==> src/rtl/alu_pkg.sv <==
// Shared definitions for the ALU issue/writeback stage.
//   W       : datapath width, matches the ALU in1/in2/out_val.
//   NREGS   : register-file depth.
//   REG_AW  : register address width.
//   alu_op_e      : ALU operation encoding.
//   issue_slot_t  : contents of the registered execute slot.
package alu_pkg;

  localparam int W      = 8;
  localparam int NREGS  = 8;
  localparam int REG_AW = $clog2(NREGS);

  typedef enum logic [1:0] {
    ADD   = 2'b00,
    ANDB  = 2'b01,
    XOR   = 2'b10,
    SHIFT = 2'b11
  } alu_op_e;

  typedef struct packed {
    logic [W-1:0]      in1;
    logic [W-1:0]      in2;
    alu_op_e           op;
    logic              sub;
    logic [REG_AW-1:0] rd;
    logic              wr_en;
  } issue_slot_t;

endpackage

==> src/rtl/reg_file_8x8.sv <==
// 8-entry x 8-bit register file.
//   clk, reset          : clock, synchronous active-high reset (clears all entries)
//   ra_addr / ra_data   : combinational read port A
//   rb_addr / rb_data   : combinational read port B
//   dbg_addr / dbg_data : combinational debug read port
//   we, waddr, wdata    : synchronous write port
// r0 always reads zero and writes to it are dropped.
module reg_file_8x8
  import alu_pkg::*;
(
  input  logic              clk,
  input  logic              reset,
  input  logic [REG_AW-1:0] ra_addr,
  output logic [W-1:0]      ra_data,
  input  logic [REG_AW-1:0] rb_addr,
  output logic [W-1:0]      rb_data,
  input  logic [REG_AW-1:0] dbg_addr,
  output logic [W-1:0]      dbg_data,
  input  logic              we,
  input  logic [REG_AW-1:0] waddr,
  input  logic [W-1:0]      wdata
);

  logic [W-1:0] regs [NREGS];

  always_ff @(posedge clk) begin
    if (reset) begin
      for (int i = 0; i < NREGS; i++) regs[i] <= '0;
    end else if (we && (waddr != '0)) begin
      regs[waddr] <= wdata;
    end
  end

  assign ra_data  = (ra_addr  == '0) ? '0 : regs[ra_addr];
  assign rb_data  = (rb_addr  == '0) ? '0 : regs[rb_addr];
  assign dbg_data = (dbg_addr == '0) ? '0 : regs[dbg_addr];

endmodule

==> src/rtl/alu_issue_stage.sv <==
// Operand-issue and writeback stage in front of the 8-bit combinational ALU.
//   clk, reset              : clock, synchronous active-high reset
//   in_valid / in_ready     : decoded-instruction handshake
//   in_alu_op .. in_imm     : decoded instruction fields
//   stall                   : downstream hold, freezes the execute slot
//   alu_in1/in2/op/sub      : registered execute slot driving the ALU
//   alu_result              : ALU out_val, written back on the fire cycle
//   e_valid                 : execute slot holds a live instruction
//   zero_flag / sign_flag   : flags of the last written-back result
//   dbg_raddr / dbg_rdata   : debug register-file read (r0 reads 0)
//
// Handshake: an instruction transfers on a rising edge where in_valid and
// in_ready are both high. in_ready depends only on slot state (empty, or
// draining this cycle), never on in_valid, so no combinational loop exists.
// The execute slot retires (writes back) on any edge where e_valid is high
// and stall is low.
module alu_issue_stage
  import alu_pkg::*;
(
  input  logic              clk,
  input  logic              reset,
  input  logic              in_valid,
  output logic              in_ready,
  input  logic [1:0]        in_alu_op,
  input  logic              in_sub,
  input  logic [REG_AW-1:0] in_rs,
  input  logic [REG_AW-1:0] in_rt,
  input  logic [REG_AW-1:0] in_rd,
  input  logic              in_wr_en,
  input  logic              in_use_imm,
  input  logic [W-1:0]      in_imm,
  input  logic              stall,
  output logic [W-1:0]      alu_in1,
  output logic [W-1:0]      alu_in2,
  output logic [1:0]        alu_op,
  output logic              alu_sub,
  input  logic [W-1:0]      alu_result,
  output logic              e_valid,
  output logic              zero_flag,
  output logic              sign_flag,
  input  logic [REG_AW-1:0] dbg_raddr,
  output logic [W-1:0]      dbg_rdata
);

  issue_slot_t  slot;
  logic         e_valid_q;
  logic         fire_e;
  logic         accept;
  logic [W-1:0] rf_rs, rf_rt;
  logic [W-1:0] fwd_rs, fwd_rt;

  assign fire_e   = e_valid_q & ~stall;
  assign in_ready = ~e_valid_q | ~stall;
  assign accept   = in_valid & in_ready;

  reg_file_8x8 u_rf (
    .clk      (clk),
    .reset    (reset),
    .ra_addr  (in_rs),
    .ra_data  (rf_rs),
    .rb_addr  (in_rt),
    .rb_data  (rf_rt),
    .dbg_addr (dbg_raddr),
    .dbg_data (dbg_rdata),
    .we       (fire_e & slot.wr_en),
    .waddr    (slot.rd),
    .wdata    (alu_result)
  );

  // EX-to-issue bypass: the instruction retiring this cycle has not reached
  // the register file yet, so a dependent reader takes alu_result directly.
  // r0 is excluded so a dropped write to r0 can never leak through.
  always_comb begin
    fwd_rs = rf_rs;
    if (in_rs == '0)
      fwd_rs = '0;
    else if (fire_e && slot.wr_en && (slot.rd == in_rs))
      fwd_rs = alu_result;

    fwd_rt = rf_rt;
    if (in_rt == '0)
      fwd_rt = '0;
    else if (fire_e && slot.wr_en && (slot.rd == in_rt))
      fwd_rt = alu_result;
  end

  always_ff @(posedge clk) begin
    if (reset) begin
      slot      <= '0;
      e_valid_q <= 1'b0;
      zero_flag <= 1'b0;
      sign_flag <= 1'b0;
    end else begin
      if (fire_e) begin
        zero_flag <= (alu_result == '0);
        sign_flag <= alu_result[W-1];
      end
      if (accept) begin
        slot.in1   <= fwd_rs;
        slot.in2   <= in_use_imm ? in_imm : fwd_rt;
        slot.op    <= alu_op_e'(in_alu_op);
        slot.sub   <= in_sub;
        slot.rd    <= in_rd;
        slot.wr_en <= in_wr_en;
        e_valid_q  <= 1'b1;
      end else if (fire_e) begin
        // Slot contents are left as-is; only the valid bit drops.
        e_valid_q <= 1'b0;
      end
    end
  end

  assign alu_in1 = slot.in1;
  assign alu_in2 = slot.in2;
  assign alu_op  = slot.op;
  assign alu_sub = slot.sub;
  assign e_valid = e_valid_q;

endmodule

==> config.mk <==
export PLATFORM = sky130hd
export DESIGN_NAME = alu_issue_stage
export DESIGN_NICKNAME = d
export VERILOG_FILES = /design/src/rtl/alu_pkg.sv /design/src/rtl/reg_file_8x8.sv /design/src/rtl/alu_issue_stage.sv
export SDC_FILE = /design/constraint.sdc
export NUM_CORES = 1
export LEC_CHECK = 0
export BUFFER_PORTS_ARGS = -buffer_cell sky130_fd_sc_hd__buf_2
export CAP_MARGIN = 30
export CORE_MARGIN = 2
export CORE_UTILIZATION = 40
export DETAILED_ROUTE_END_ITERATION = 16
export GPL_ROUTABILITY_DRIVEN = 1
export PLACE_DENSITY = 0.58
export SLEW_MARGIN = 40
export SYNTH_ARGS = -nofsm -noshare
export SYNTH_HDL_FRONTEND = slang
export SYNTH_HIERARCHICAL = 1
export SYNTH_SLANG_ARGS = --single-unit
export TNS_END_PERCENT = 50
==> constraint.sdc <==
create_clock -name clk -period 1.7 [get_ports clk]
set_clock_uncertainty 0.05 [all_clocks]
set_input_delay 0.34 -clock clk [delete_from_list [all_inputs] [get_ports clk]]
set_output_delay 0.34 -clock clk [all_outputs]
set_load 0.05 [all_outputs]
; After elaboration in Yosys (flattened, before gate mapping)
; Memory sizes are Yosys's and may differ from the RTL's.
; Index checks and enable logic that the tools add are counted.
[totals]
regBits = 26
ram_bits = 64
in_bits = 37
memories = 1
[memory_table]
columns = name, words, word_bits, read_ports, rd_ports_with_merged_regs, write_ports, line
row1 = u_rf.regs, 8, 8, 3, 0, 8, reg_file_8x8.sv:24  ; logic [W-1:0] regs [NREGS];
[op_classes]
eq_ne = 2
muxes = 16
bitwise = 6
reduce_logical = 11
[op_table]
columns = op, n
row1 = $mux 8, 7
row2 = $logic_not 3->1, 3
row3 = $logic_not 8->1, 1
row4 = $mux 1, 8
row5 = $reduce_or 8->1, 1
row6 = $eq 3x3->1, 2
row7 = $logic_and 1x1->1, 4
row8 = $and 1x1->1, 3
row9 = $mux 3, 1
row10 = $reduce_bool 3->1, 1
row11 = $not 1->1, 2
row12 = $reduce_bool 2->1, 1
row13 = $or 1x1->1, 1

; Longest topological paths before layout
[depth]
word_depth = 9
ltp_mapped = 9
mapped_depth_nobuf = 6

; By module
; Netlist, hierarchy kept.
[modules_own_cells]
columns = module, instances, cells_per_inst, area_per_inst_um2
row1 = reg_file_8x8, 1, 298, 3734.8
row2 = alu_issue_stage, 1, 184, 1501.4

; Worst setup path after synthesis
; OpenSTA, ideal clock, no wires.
[synth_path]
path_type = input to output
startpoint = in dbg_raddr[0]
endpoint = out dbg_rdata[5]
arrival_time_ns = 2.112
required_time_ns = 1.310
path_slack_ns = -0.802
path_stages = 4
path_buffers = 2
cell_sequence = buf_4 > clkbuf_1 > a221oi_2 > a311oi_1
[synth_via]
elab_chain_cells = 2
word_cells_on_any_way = 3
classes_between = mux: 1 / reduce/logical: 1 / memory: 1
[synth_lines]
columns = item, line
row1 = from (decl), alu_issue_stage.sv:41  ; input logic [REG_AW-1:0] dbg_raddr,
row2 = $mem_v2 8x8 / $logic_not 3->1 (equally long branches), -
row3 = $mux 8 *, reg_file_8x8.sv:36  ; assign dbg_data = (dbg_addr == '0) ? '0 : regs[dbg_addr];
row4 = to (decl), alu_issue_stage.sv:42  ; output logic [W-1:0] dbg_rdata
; Every way passes the cells marked *; elsewhere a longest branch is shown, timed or not.

==> parameters.txt <==
Parameter                              Value

Min path
  WHS Path Cells ... 3
  Terminating pin of the worst hold path ... alu_op[0]
  Worst hold start ... in_alu_op[0]
  Class of the tightest hold or removal check ... in2reg

Worst setup path
  Buffer and inverter count on the worst path ... 2
  Crit-path max FO ... 3
  CP max-delay cell ... edfxtp_1
  Crit end category ... output port
  Cell-by-cell listing of the critical path ... buf_4 > mux2_4 > a221oi_4 > a311oi_4 > buf_6
  Worst Setup Path Type ... reg2out
  Slowest cell delay on critical path ... 0.44 ns
  Sort of element at the start of the critical path ... register
  R2R cell count ... 9
  End of the worst register-to-register path ... alu_in2[1]
  WP data arrival ... 1.73 ns
  Largest delay share family, worst path ... flip-flops
  Critical register-to-register path startpoint ... u_rf/regs[3][1]
  WP data required ... 1.31 ns
  Worst R2R Setup Slack ... -0.17 ns

Outcome
  Status ... complete, but fails checks
  Violated checks ... setup timing

Yosys
  Cell type with the largest total area after synthesis ... edfxtp_1
  Number of warnings printed during yosys synthesis ... 6
  Primary FF master, synth ... edfxtp_1
  Top cells by area, synth ... edfxtp_1, dfxtp_1, mux2i_1
  Synthesized flop and latch total ... 82
  Sequential fraction of the synthesis area ... 0.421
  Distinct cell type count after synthesis ... 46
  Synthesized instance count ... 482
  Area share of the largest cell type after synthesis ... 0.321
  Fraction of registers with async set or reset after synthesis ... 0
  Synthesized area per cell ... 10.9 sq um
  Total nets after synthesis ... 519
  Count of flip-flops with a built-in enable after synthesis ... 56
  Synth Cell Area ... 5240 sq um

Placed design
  Dpl hpwl ... 12900 um
  Placer congestion estimate ... 0.951
  Number of buffer cells added on primary ports ... 67
  Number of cells in the design after placement ... 774

Global route
  Wire length of the first global-routing pass ... 25900 um
  Global-route usage over all layers ... 0.246
  Total congestion overflow ... 0
  Pin count of the biggest net entering global routing ... 18
  Via count of the first global-routing pass ... 4530
  Antenna violations before repair ... 0

CTS
  Clock-pin slew reported for the worst setup and hold paths after clock tree synthesis ... 0.06 ns
  CTS Buf Count ... 9
  Clock tree from TritonCTS ... done
  Buffers from clock root to sink, at most ... 2
  H-tree levels ... 3
  Root buffer cell ... clkbuf_16
  Number of sinks driven by the clock tree ... 82
  Latest clock arrival within the worst-skew pair ... 0.34 ns

Route
  First-pass DRT Iterations ... 5
  Vias after detailed routing ... 4499
  Sum of routed wire length over all layers ... 17100 um
  Number of DRC markers in iteration 0 ... 292
  Residual DRC count ... 0
  Wire per inst ... 21.3 um
  Via density ... 5.60
  ANT nets after route ... 0

Timing
  Crit share post-route ... 1.25
  Actual slew at the worst max-slew pin ... 0.605 ns
  Final min period ... 2.12 ns
  Max-slew headroom at the worst pin ... 0.595
  Post-layout worst setup margin ... -0.418 ns
  Highest attainable clock frequency ... 472 MHz
  Setup repair after global routing missed its margin ... yes
  Number of slew-limit violations in the final report ... 0
  Worst hold margin ... 0.185 ns
  Total setup violations reported at the end of the flow ... 18
  Hold violation count in the final report ... 0
  Post-route setup TNS ... -3.47 ns

Die
  Total Die Area ... 14000 sq um
  Number of ports placed on the die boundary ... 68
  Placement row count ... 41
  Core Box Area ... 12700 sq um
  Effective utilization at floorplan ... 0.412
  Height of the die ... 118 um
  Horizontal die dimension ... 118 um

Cells and area
  Final standard cell count with taps included and fillers excluded ... 803
  Share of post-route cells with drive strength above 1 ... 0.444
  Synthesis-to-layout area growth ... 36.5%
  Number of nets in the final layout ... 663
  Most frequent cells in the layout ... buf_4, and2_1, buf_2
  Most common cell after layout, fill and taps aside ... buf_4

Flow run
  Max Cap Viol ... 0

Pwr
  Pwr Density ... 751 nW/um^2
  Maximum vdd drop ... 411 uV
  Leak Pwr ... 2.96 nW
==> per-layer routing <==
layer | GRT usage | share of wire
met4 | 0.116 | 0.040
met1 | 0.320 | 0.44
met2 | 0.400 | 0.47
met3 | 0.0401 | 0.050
met5 | 0 | 0
==> per-stage QoR <==
step / instance area, sq um / utilization / worst slack (ns) / total power [mW]
CTS: 7030 / 0.553 / -0.439 / 5.35
finish: 7150 / 0.562 / -0.418 / 5.37
global route: 7150 / 0.562 / -0.461 / 5.53
detailed placement: 6410 / 0.504 / -0.518 / 3.50
global placement: 6400 / 0.503 / -0.522 / 3.49
floorplan: 5400 / - / -0.177 / 3.08
==> what timing repair did <==
item,in CTS,in global routing
resized for setup,44,17
gates cloned,1,0
pin swaps,8,10
setup endpoints to repair,16,23
hold buffers,0,0
buffers inserted,10,8
==> report_power, final <==
part           internal (mW)  switching (mW)
clock                  0.985           0.771
combinational          0.551           0.771
sequential              2.21          0.0763
total                   3.75            1.62
==> worst min-delay path, delay by kind of cell <==
| kind | cells | cell delay (ns) |
|---|---|---|
| AOI/OAI and AO/OA | 1 | 0.05 |
| buffers and inverters | 1 | 0.10 |
| and+or+nand+nor | 1 | 0.04 |
==> synth_stat cells (4+ instances only) <==
| library cell | n |
|---|---|
| a211oi_1 | 11 |
| a21oi_1 | 25 |
| a221oi_1 | 28 |
| a221oi_2 | 7 |
| a311oi_1 | 8 |
| and2_1 | 59 |
| buf_12 | 4 |
| buf_2 | 9 |
| buf_4 | 21 |
| buf_6 | 5 |
| clkbuf_1 | 9 |
| dfxtp_1 | 26 |
| edfxtp_1 | 56 |
| inv_1 | 4 |
| mux2_2 | 19 |
| mux2_4 | 5 |
| mux2i_1 | 49 |
| nand2_1 | 31 |
| nand2b_1 | 6 |
| nand4b_1 | 6 |
| nor2_1 | 8 |
| nor2b_1 | 11 |
| nor4_1 | 9 |
| o21ai_0 | 7 |
| o21ai_1 | 14 |
| o41a_1 | 6 |
| or2_2 | 7 |
| xor2_1 | 6 |
==> kinds of logic (layout without fill, tap and decap cells) <==
group,after synthesis,count (layout),synth area share
simple gates,152,152,0.178
mux,73,73,0.149
other cells,0,1,0
xor+xnor,6,6,0.0100
compound gates,113,113,0.163
buf+inv,56,204,0.0796
flops,82,82,0.421
==> worst max-delay path by stage <==
stage	startpoint	endpoint	slack, ns	cells after the start
floorplan	dbg_raddr[1]	dbg_rdata[5]	-0.18	5
global placement	in_rs[0]	alu_in1[0]	-0.52	8
detailed placement	in_rs[0]	alu_in1[0]	-0.52	8
CTS	u_rf/regs[3][4]	dbg_rdata[4]	-0.44	5
global route	u_rf/regs[3][4]	dbg_rdata[4]	-0.46	5
finish	u_rf/regs[3][4]	dbg_rdata[4]	-0.42	5
==> flip-flops by register name, indices dropped and copies added (netlist names) <==
name	flops
u_rf/regs	56
alu_in1	8
alu_in2	8
slot	4
alu_op	2
alu_sub	1
e_valid	1
sign_flag	1
zero_flag	1
==> cell type report <==
| type | instances | area (sq um) |
|---|---|---|
| antenna | 1 | 2.50 |
| tap | 172 | 215 |
| multi-input combinational | 344 | 3060 |
| timing repair buffer | 185 | 1390 |
| clock inverter | 4 | 28.8 |
| clock buffer | 11 | 233 |
| inverter | 4 | 15.0 |
| fill | 1134 | 5570 |
| sequential | 82 | 2210 |
(Power assumes the default switching activity.)
